==> src/rtl/mult_arbiter_if.sv <==
// rtl/mult_arbiter_if.sv - requester and multiplier signal bundle for mult_arbiter
//
// Requester side : Req0/Req1 with operands A0/B0, A1/B1; Ack0/Ack1, Err, Product, Busy back.
// Multiplier side: MultSt, MultA, MultB out to the unit; MultIdle, MultDone, MultP back.
// slave  modport : the arbiter's view.
// master modport : the environment (requesters plus multiplier) view.
interface mult_arbiter_if #(
  parameter int WIDTH = 4
);
  logic                 Req0;
  logic                 Req1;
  logic [WIDTH-1:0]     A0;
  logic [WIDTH-1:0]     B0;
  logic [WIDTH-1:0]     A1;
  logic [WIDTH-1:0]     B1;
  logic                 Ack0;
  logic                 Ack1;
  logic                 Err;
  logic [2*WIDTH-1:0]   Product;
  logic                 Busy;
  logic                 MultSt;
  logic [WIDTH-1:0]     MultA;
  logic [WIDTH-1:0]     MultB;
  logic                 MultIdle;
  logic                 MultDone;
  logic [2*WIDTH-1:0]   MultP;

  modport slave (
    input  Req0, Req1, A0, B0, A1, B1, MultIdle, MultDone, MultP,
    output Ack0, Ack1, Err, Product, Busy, MultSt, MultA, MultB
  );

  modport master (
    output Req0, Req1, A0, B0, A1, B1, MultIdle, MultDone, MultP,
    input  Ack0, Ack1, Err, Product, Busy, MultSt, MultA, MultB
  );
endinterface

==> src/rtl/mult_arbiter.sv <==
// rtl/mult_arbiter.sv - round-robin arbiter sharing one shift-add multiplier between two requesters
//
// Clk : clock, rising edge
// Rst : synchronous active-high reset
// bus : mult_arbiter_if.slave
//       requests/operands in, Ack0/Ack1/Err/Product/Busy out,
//       MultSt/MultA/MultB to the multiplier, MultIdle/MultDone/MultP from it.
// A grant registers the winner's operands, pulses start (held until the multiplier
// is idle), waits up to TMO cycles for done, then acknowledges for one cycle.
module mult_arbiter #(
  parameter int WIDTH = 4,
  parameter int TMO   = 64
) (
  input  logic          Clk,
  input  logic          Rst,
  mult_arbiter_if.slave bus
);
  localparam int CW = (TMO > 2) ? $clog2(TMO) : 1;

  typedef enum logic [1:0] {IDLE, ISSUE, WAIT, DONE} state_t;

  state_t             state;
  state_t             state_nxt;
  logic               grant;
  logic               last;
  logic               err_q;
  logic [CW-1:0]      cnt;
  logic [2*WIDTH-1:0] product_q;
  logic [WIDTH-1:0]   mult_a;
  logic [WIDTH-1:0]   mult_b;
  logic               req_any;
  logic               pick;
  logic               timeout;

  // Next state and all outputs; outputs depend only on registered state.
  always_comb begin
    state_nxt   = state;
    req_any     = bus.Req0 | bus.Req1;
    // On a tie the side that was not served last wins.
    pick        = (bus.Req0 & bus.Req1) ? ~last : bus.Req1;
    timeout     = (cnt == CW'(TMO - 1));
    bus.Ack0    = 1'b0;
    bus.Ack1    = 1'b0;
    bus.Err     = 1'b0;
    bus.Busy    = (state != IDLE);
    bus.MultSt  = 1'b0;
    bus.MultA   = mult_a;
    bus.MultB   = mult_b;
    bus.Product = product_q;
    case (state)
      IDLE: begin
        if (req_any) state_nxt = ISSUE;
      end
      ISSUE: begin
        // Start stays high until the multiplier can take it (e.g. after our own reset).
        bus.MultSt = 1'b1;
        if (bus.MultIdle) state_nxt = WAIT;
      end
      WAIT: begin
        if (bus.MultDone || timeout) state_nxt = DONE;
      end
      DONE: begin
        bus.Ack0  = ~grant;
        bus.Ack1  = grant;
        bus.Err   = err_q;
        state_nxt = IDLE;
      end
      default: state_nxt = IDLE;
    endcase
  end

  always_ff @(posedge Clk) begin
    if (Rst) begin
      state <= IDLE;
    end else begin
      state <= state_nxt;
    end
  end

  always_ff @(posedge Clk) begin
    if (Rst) begin
      grant     <= 1'b0;
      last      <= 1'b1;
      err_q     <= 1'b0;
      cnt       <= '0;
      product_q <= '0;
      mult_a    <= '0;
      mult_b    <= '0;
    end else begin
      case (state)
        IDLE: begin
          if (req_any) begin
            grant  <= pick;
            last   <= pick;
            cnt    <= '0;
            err_q  <= 1'b0;
            mult_a <= pick ? bus.A1 : bus.A0;
            mult_b <= pick ? bus.B1 : bus.B0;
          end
        end
        WAIT: begin
          cnt <= cnt + CW'(1);
          // Done takes priority over a timeout in the same cycle.
          if (bus.MultDone) begin
            product_q <= bus.MultP;
            err_q     <= 1'b0;
          end else if (timeout) begin
            product_q <= '0;
            err_q     <= 1'b1;
          end
        end
        default: ;
      endcase
    end
  end
endmodule

==> src/flat_wrapper.sv <==
// flat-port wrapper written by rule: the top's interface ports become plain ports
module mult_arbiter_flat 
#(
  parameter int WIDTH = 4,
  parameter int TMO   = 64
)
  (Clk, Rst, bus_Req0, bus_Req1, bus_A0, bus_B0, bus_A1, bus_B1, bus_MultIdle, bus_MultDone, bus_MultP, bus_Ack0, bus_Ack1, bus_Err, bus_Product, bus_Busy, bus_MultSt, bus_MultA, bus_MultB);
  mult_arbiter_if #(.WIDTH(WIDTH)) bus_i ();
  input  logic Clk;
  input  logic Rst;
  input wire logic [$bits(bus_i.Req0)-1:0] bus_Req0;
  input wire logic [$bits(bus_i.Req1)-1:0] bus_Req1;
  input wire logic [$bits(bus_i.A0)-1:0] bus_A0;
  input wire logic [$bits(bus_i.B0)-1:0] bus_B0;
  input wire logic [$bits(bus_i.A1)-1:0] bus_A1;
  input wire logic [$bits(bus_i.B1)-1:0] bus_B1;
  input wire logic [$bits(bus_i.MultIdle)-1:0] bus_MultIdle;
  input wire logic [$bits(bus_i.MultDone)-1:0] bus_MultDone;
  input wire logic [$bits(bus_i.MultP)-1:0] bus_MultP;
  output wire logic [$bits(bus_i.Ack0)-1:0] bus_Ack0;
  output wire logic [$bits(bus_i.Ack1)-1:0] bus_Ack1;
  output wire logic [$bits(bus_i.Err)-1:0] bus_Err;
  output wire logic [$bits(bus_i.Product)-1:0] bus_Product;
  output wire logic [$bits(bus_i.Busy)-1:0] bus_Busy;
  output wire logic [$bits(bus_i.MultSt)-1:0] bus_MultSt;
  output wire logic [$bits(bus_i.MultA)-1:0] bus_MultA;
  output wire logic [$bits(bus_i.MultB)-1:0] bus_MultB;
  assign bus_i.Req0 = bus_Req0;
  assign bus_i.Req1 = bus_Req1;
  assign bus_i.A0 = bus_A0;
  assign bus_i.B0 = bus_B0;
  assign bus_i.A1 = bus_A1;
  assign bus_i.B1 = bus_B1;
  assign bus_i.MultIdle = bus_MultIdle;
  assign bus_i.MultDone = bus_MultDone;
  assign bus_i.MultP = bus_MultP;
  assign bus_Ack0 = bus_i.Ack0;
  assign bus_Ack1 = bus_i.Ack1;
  assign bus_Err = bus_i.Err;
  assign bus_Product = bus_i.Product;
  assign bus_Busy = bus_i.Busy;
  assign bus_MultSt = bus_i.MultSt;
  assign bus_MultA = bus_i.MultA;
  assign bus_MultB = bus_i.MultB;
  mult_arbiter #(.WIDTH(WIDTH), .TMO(TMO)) u_core (.Clk(Clk), .Rst(Rst), .bus(bus_i));
endmodule
==> config.mk <==
export PLATFORM = sky130hd
export DESIGN_NAME = mult_arbiter_flat
export DESIGN_NICKNAME = d
export VERILOG_FILES = /design/src/rtl/mult_arbiter_if.sv /design/src/rtl/mult_arbiter.sv /design/src/flat_wrapper.sv
export SDC_FILE = /design/constraint.sdc
export NUM_CORES = 1
export LEC_CHECK = 0
export ABC_AREA = 1
export CAP_MARGIN = 0
export CORE_ASPECT_RATIO = 1.2
export CORE_MARGIN = 2
export CORE_UTILIZATION = 25
export DETAILED_ROUTE_END_ITERATION = 16
export HOLD_SLACK_MARGIN = 0.05
export PLACE_DENSITY_LB_ADDON = 0.2
export SLEW_MARGIN = 20
export SYNTH_ARGS = -nofsm -noshare
export SYNTH_HDL_FRONTEND = slang
export SYNTH_SLANG_ARGS = --single-unit
export TNS_END_PERCENT = 5
==> constraint.sdc <==
create_clock -name Clk -period 1.3 [get_ports Clk]
set_clock_uncertainty 0.1 [all_clocks]
set_input_delay 0.195 -clock Clk [delete_from_list [all_inputs] [get_ports Clk]]
set_output_delay 0.195 -clock Clk [all_outputs]
set_load 0.03 [all_outputs]
==> metrics.csv <==
metric,value,unit
final design instance area without fill,2220,µm²
count of cells along the worst hold path,2,
worst setup slack after placement,-321,ps
pin count of the biggest net entering global routing,18,
core box area,5190,µm²
Worst Max-Slew Pin Slew,252,ps
post-synthesis net count,219,
Placed Instance Area,2040,µm²
number of buffer cells added on primary ports,50,
share of synthesized area occupied by flip-flops and latches,0.409,
length of the first detailed-routing pass in iterations,4,
"most common cell after layout, fill and taps aside",sky130_fd_sc_hd__nand2_1,
most frequent cells in the layout,"sky130_fd_sc_hd__nand2_1 (35), sky130_fd_sc_hd__clkdlybuf4s50_1 (29), sky130_fd_sc_hd__buf_4 (27), sky130_fd_sc_hd__a21oi_1 (25), sky130_fd_sc_hd__dfxtp_1 (23)",
status,"complete, but fails checks",
DR WL/cell,10.6,µm
# setup viols final,13,
reg2reg path depth,9,
number of violations of the max-capacitance limit,0,
power density relative to cell area,1870,nW/µm²
"Data arrival, critical path",1160,ps
"Period Utilization, post-route",1.12,
DRC errors left,0,
required time at the endpoint of the critical path,1000,ps
violated checks,negative setup slack,
Die Footprint,5880,µm²
CTS Hold Buffers Added,0,
DR vias/cell,4.28,
met2 wire len,1670,µm
number of antenna violations at the first check in global routing,0,
clock edge transition at the registers on the reported setup and hold paths,90,ps
CP startpoint kind,flop,
fill cell total of the finished layout,531,
initial core utilization,0.255,
standard-cell row count,29,
hold slack final,360,ps
Critical Path Fanout Max,4,
number of warnings issued by yosys,0,
Via Count,1358,
Fin. Hold Viols,0,
non-filler instance count after layout,317,
Util after Layout,0.427,
layout cells sized above 1,0.314,
number of placed instances with taps included,309,
most instantiated flip-flop cell in the synthesis netlist,sky130_fd_sc_hd__dfxtp_1,
die outline height,83.6,µm
final RePlAce weighted congestion,0.748,
total power consumption of the routed design,4.14,mW
io pins,51,
leak pwr,0.932,nW
die boundary width,70.4,µm
count of nets after finishing,292,
DRT met1 WL,1490,µm
residual antenna-violating net count after detailed routing,0,
wire length of the first global-routing pass,5900,µm
endpoint kind of the worst setup timing path,primary output,
later-pin clock latency in the skew report,270,ps
global route overflow,0,
unrepaired setup endpoints after global routing,yes,
post-synthesis sequential element count,27,
Iter 0 DRT Violations,51,
unique cell type count in the Yosys netlist,22,
ANT cells,0,
amount of wire on met3 after detailed routing,156,µm
Post-Synthesis Cell Area,1320,µm²
headroom to the max-slew limit,0.831,
Max Root-Sink Buffers,2,
topmost layer with routed signal wires,met4,
total count of max-transition violations in the final report,0,
half-perimeter wire length after placement,2470,µm
"EDFF count, synth",0,
Post-Syn Area per Cell,7.22,µm²
TritonCTS buffer count,3,
final worst slack,-158,ps
worst min-delay path class,reg2reg,
layout-stage area growth over the synthesis result,67.7,%
final critical-path required period,1460,ps
ys async rst share,0,
All-Layer GR Usage,0.120,
number of H-tree levels,1,
cell at the root of the clock tree,sky130_fd_sc_hd__clkbuf_8,
clk sinks,27,
Post-Syn Instances,183,
maximum operating frequency,686,MHz
Worst Setup Path Type,reg2out,
via count of the first global-routing pass,1359,
total wire length,3360,µm
VDD IR max,1330,µV
CTS tree,built,
post-route setup TNS,-1120,ps
-- routing by layer --
layer | global-route usage | vias up
li1 | - | 734
met1 | 0.147 | 586
met2 | 0.218 | 32
met3 | 0.0217 | 6
met4 | 0.0262 | 0
met5 | 0 | -
-- logic make-up after synthesis --
| logic type | count (synthesis) | share of synthesized area |
|---|---|---|
| AOI/OAI and AO/OA | 48 | 0.210 |
| adders and majority gates | 6 | 0.0568 |
| buffers and inverters | 29 | 0.0947 |
| DFF | 27 | 0.409 |
| and+or+nand+nor | 73 | 0.229 |
-- area by class of cell --
type,instances,area [µm²],share of cell area
Multi-Input combinational cell,127,763,0.344
Timing Repair Buffer,73,673,0.304
Sequential cell,27,551,0.248
Inverter,24,103,0.0463
Tap cell,62,77.6,0.0350
Clock buffer,3,41.3,0.0186
Clock inverter,1,7.51,0.00339
-- repair_timing --
action                     in CTS  in global routing
pin swaps                       2                  8
resized for setup              38                 22
setup buffers                   2                  2
setup endpoints to repair      34                 36
-- flip-flops by register name (all words and copies together), names as in the netlist --
| name | cells |
|---|---|
| u_core.err_q | 1 |
| u_core.bus.Product | 8 |
| u_core.grant | 1 |
| u_core.cnt | 6 |
| u_core.bus.MultA | 4 |
| u_core.last | 1 |
| u_core.state | 2 |
| u_core.bus.MultB | 4 |
-- synthesized netlist by cell type, types with 2 or more instances --
| cell | number | area (µm²) |
|---|---|---|
| sky130_fd_sc_hd__nand3_1 | 10 | 50.1 |
| sky130_fd_sc_hd__clkbuf_1 | 2 | 7.51 |
| sky130_fd_sc_hd__inv_1 | 23 | 86.3 |
| sky130_fd_sc_hd__nand2_2 | 2 | 12.5 |
| sky130_fd_sc_hd__nand3b_1 | 2 | 15.0 |
| sky130_fd_sc_hd__a21oi_1 | 26 | 130 |
| sky130_fd_sc_hd__buf_6 | 2 | 22.5 |
| sky130_fd_sc_hd__o21ai_0 | 15 | 75.1 |
| sky130_fd_sc_hd__o21ai_2 | 2 | 17.5 |
| sky130_fd_sc_hd__ha_1 | 6 | 75.1 |
| sky130_fd_sc_hd__nor2_1 | 21 | 78.8 |
| sky130_fd_sc_hd__nand2_1 | 36 | 135 |
| sky130_fd_sc_hd__dfxtp_1 | 27 | 541 |
-- final timing paths --
kind / startpoint / end / slack, ps
setup reg to reg: u_core.state[1] / u_core.cnt[5] / -90
hold reg to reg: u_core.bus.Product[7] / u_core.bus.Product[7] / 360
hold / removal: u_core.bus.Product[7] / u_core.bus.Product[7] / 360
setup / recovery: u_core.state[1] / bus_Ack0 / -160
-- report_power, final --
part / internal [mW] / total [mW] / switching [mW]
Combinational: 1.18 / 2.48 / 1.30
Clock: 0.217 / 0.485 / 0.267
Sequential: 1.03 / 1.17 / 0.146
-- critical path, cell delays in order (launching register included) --
cell                      delay [ps]
sky130_fd_sc_hd__dfxtp_4         390
sky130_fd_sc_hd__buf_6           100
sky130_fd_sc_hd__ha_4            130
sky130_fd_sc_hd__inv_2            30
sky130_fd_sc_hd__nor2_2          100
sky130_fd_sc_hd__buf_6           130
Note: power is estimated with default switching activity, not from simulation.
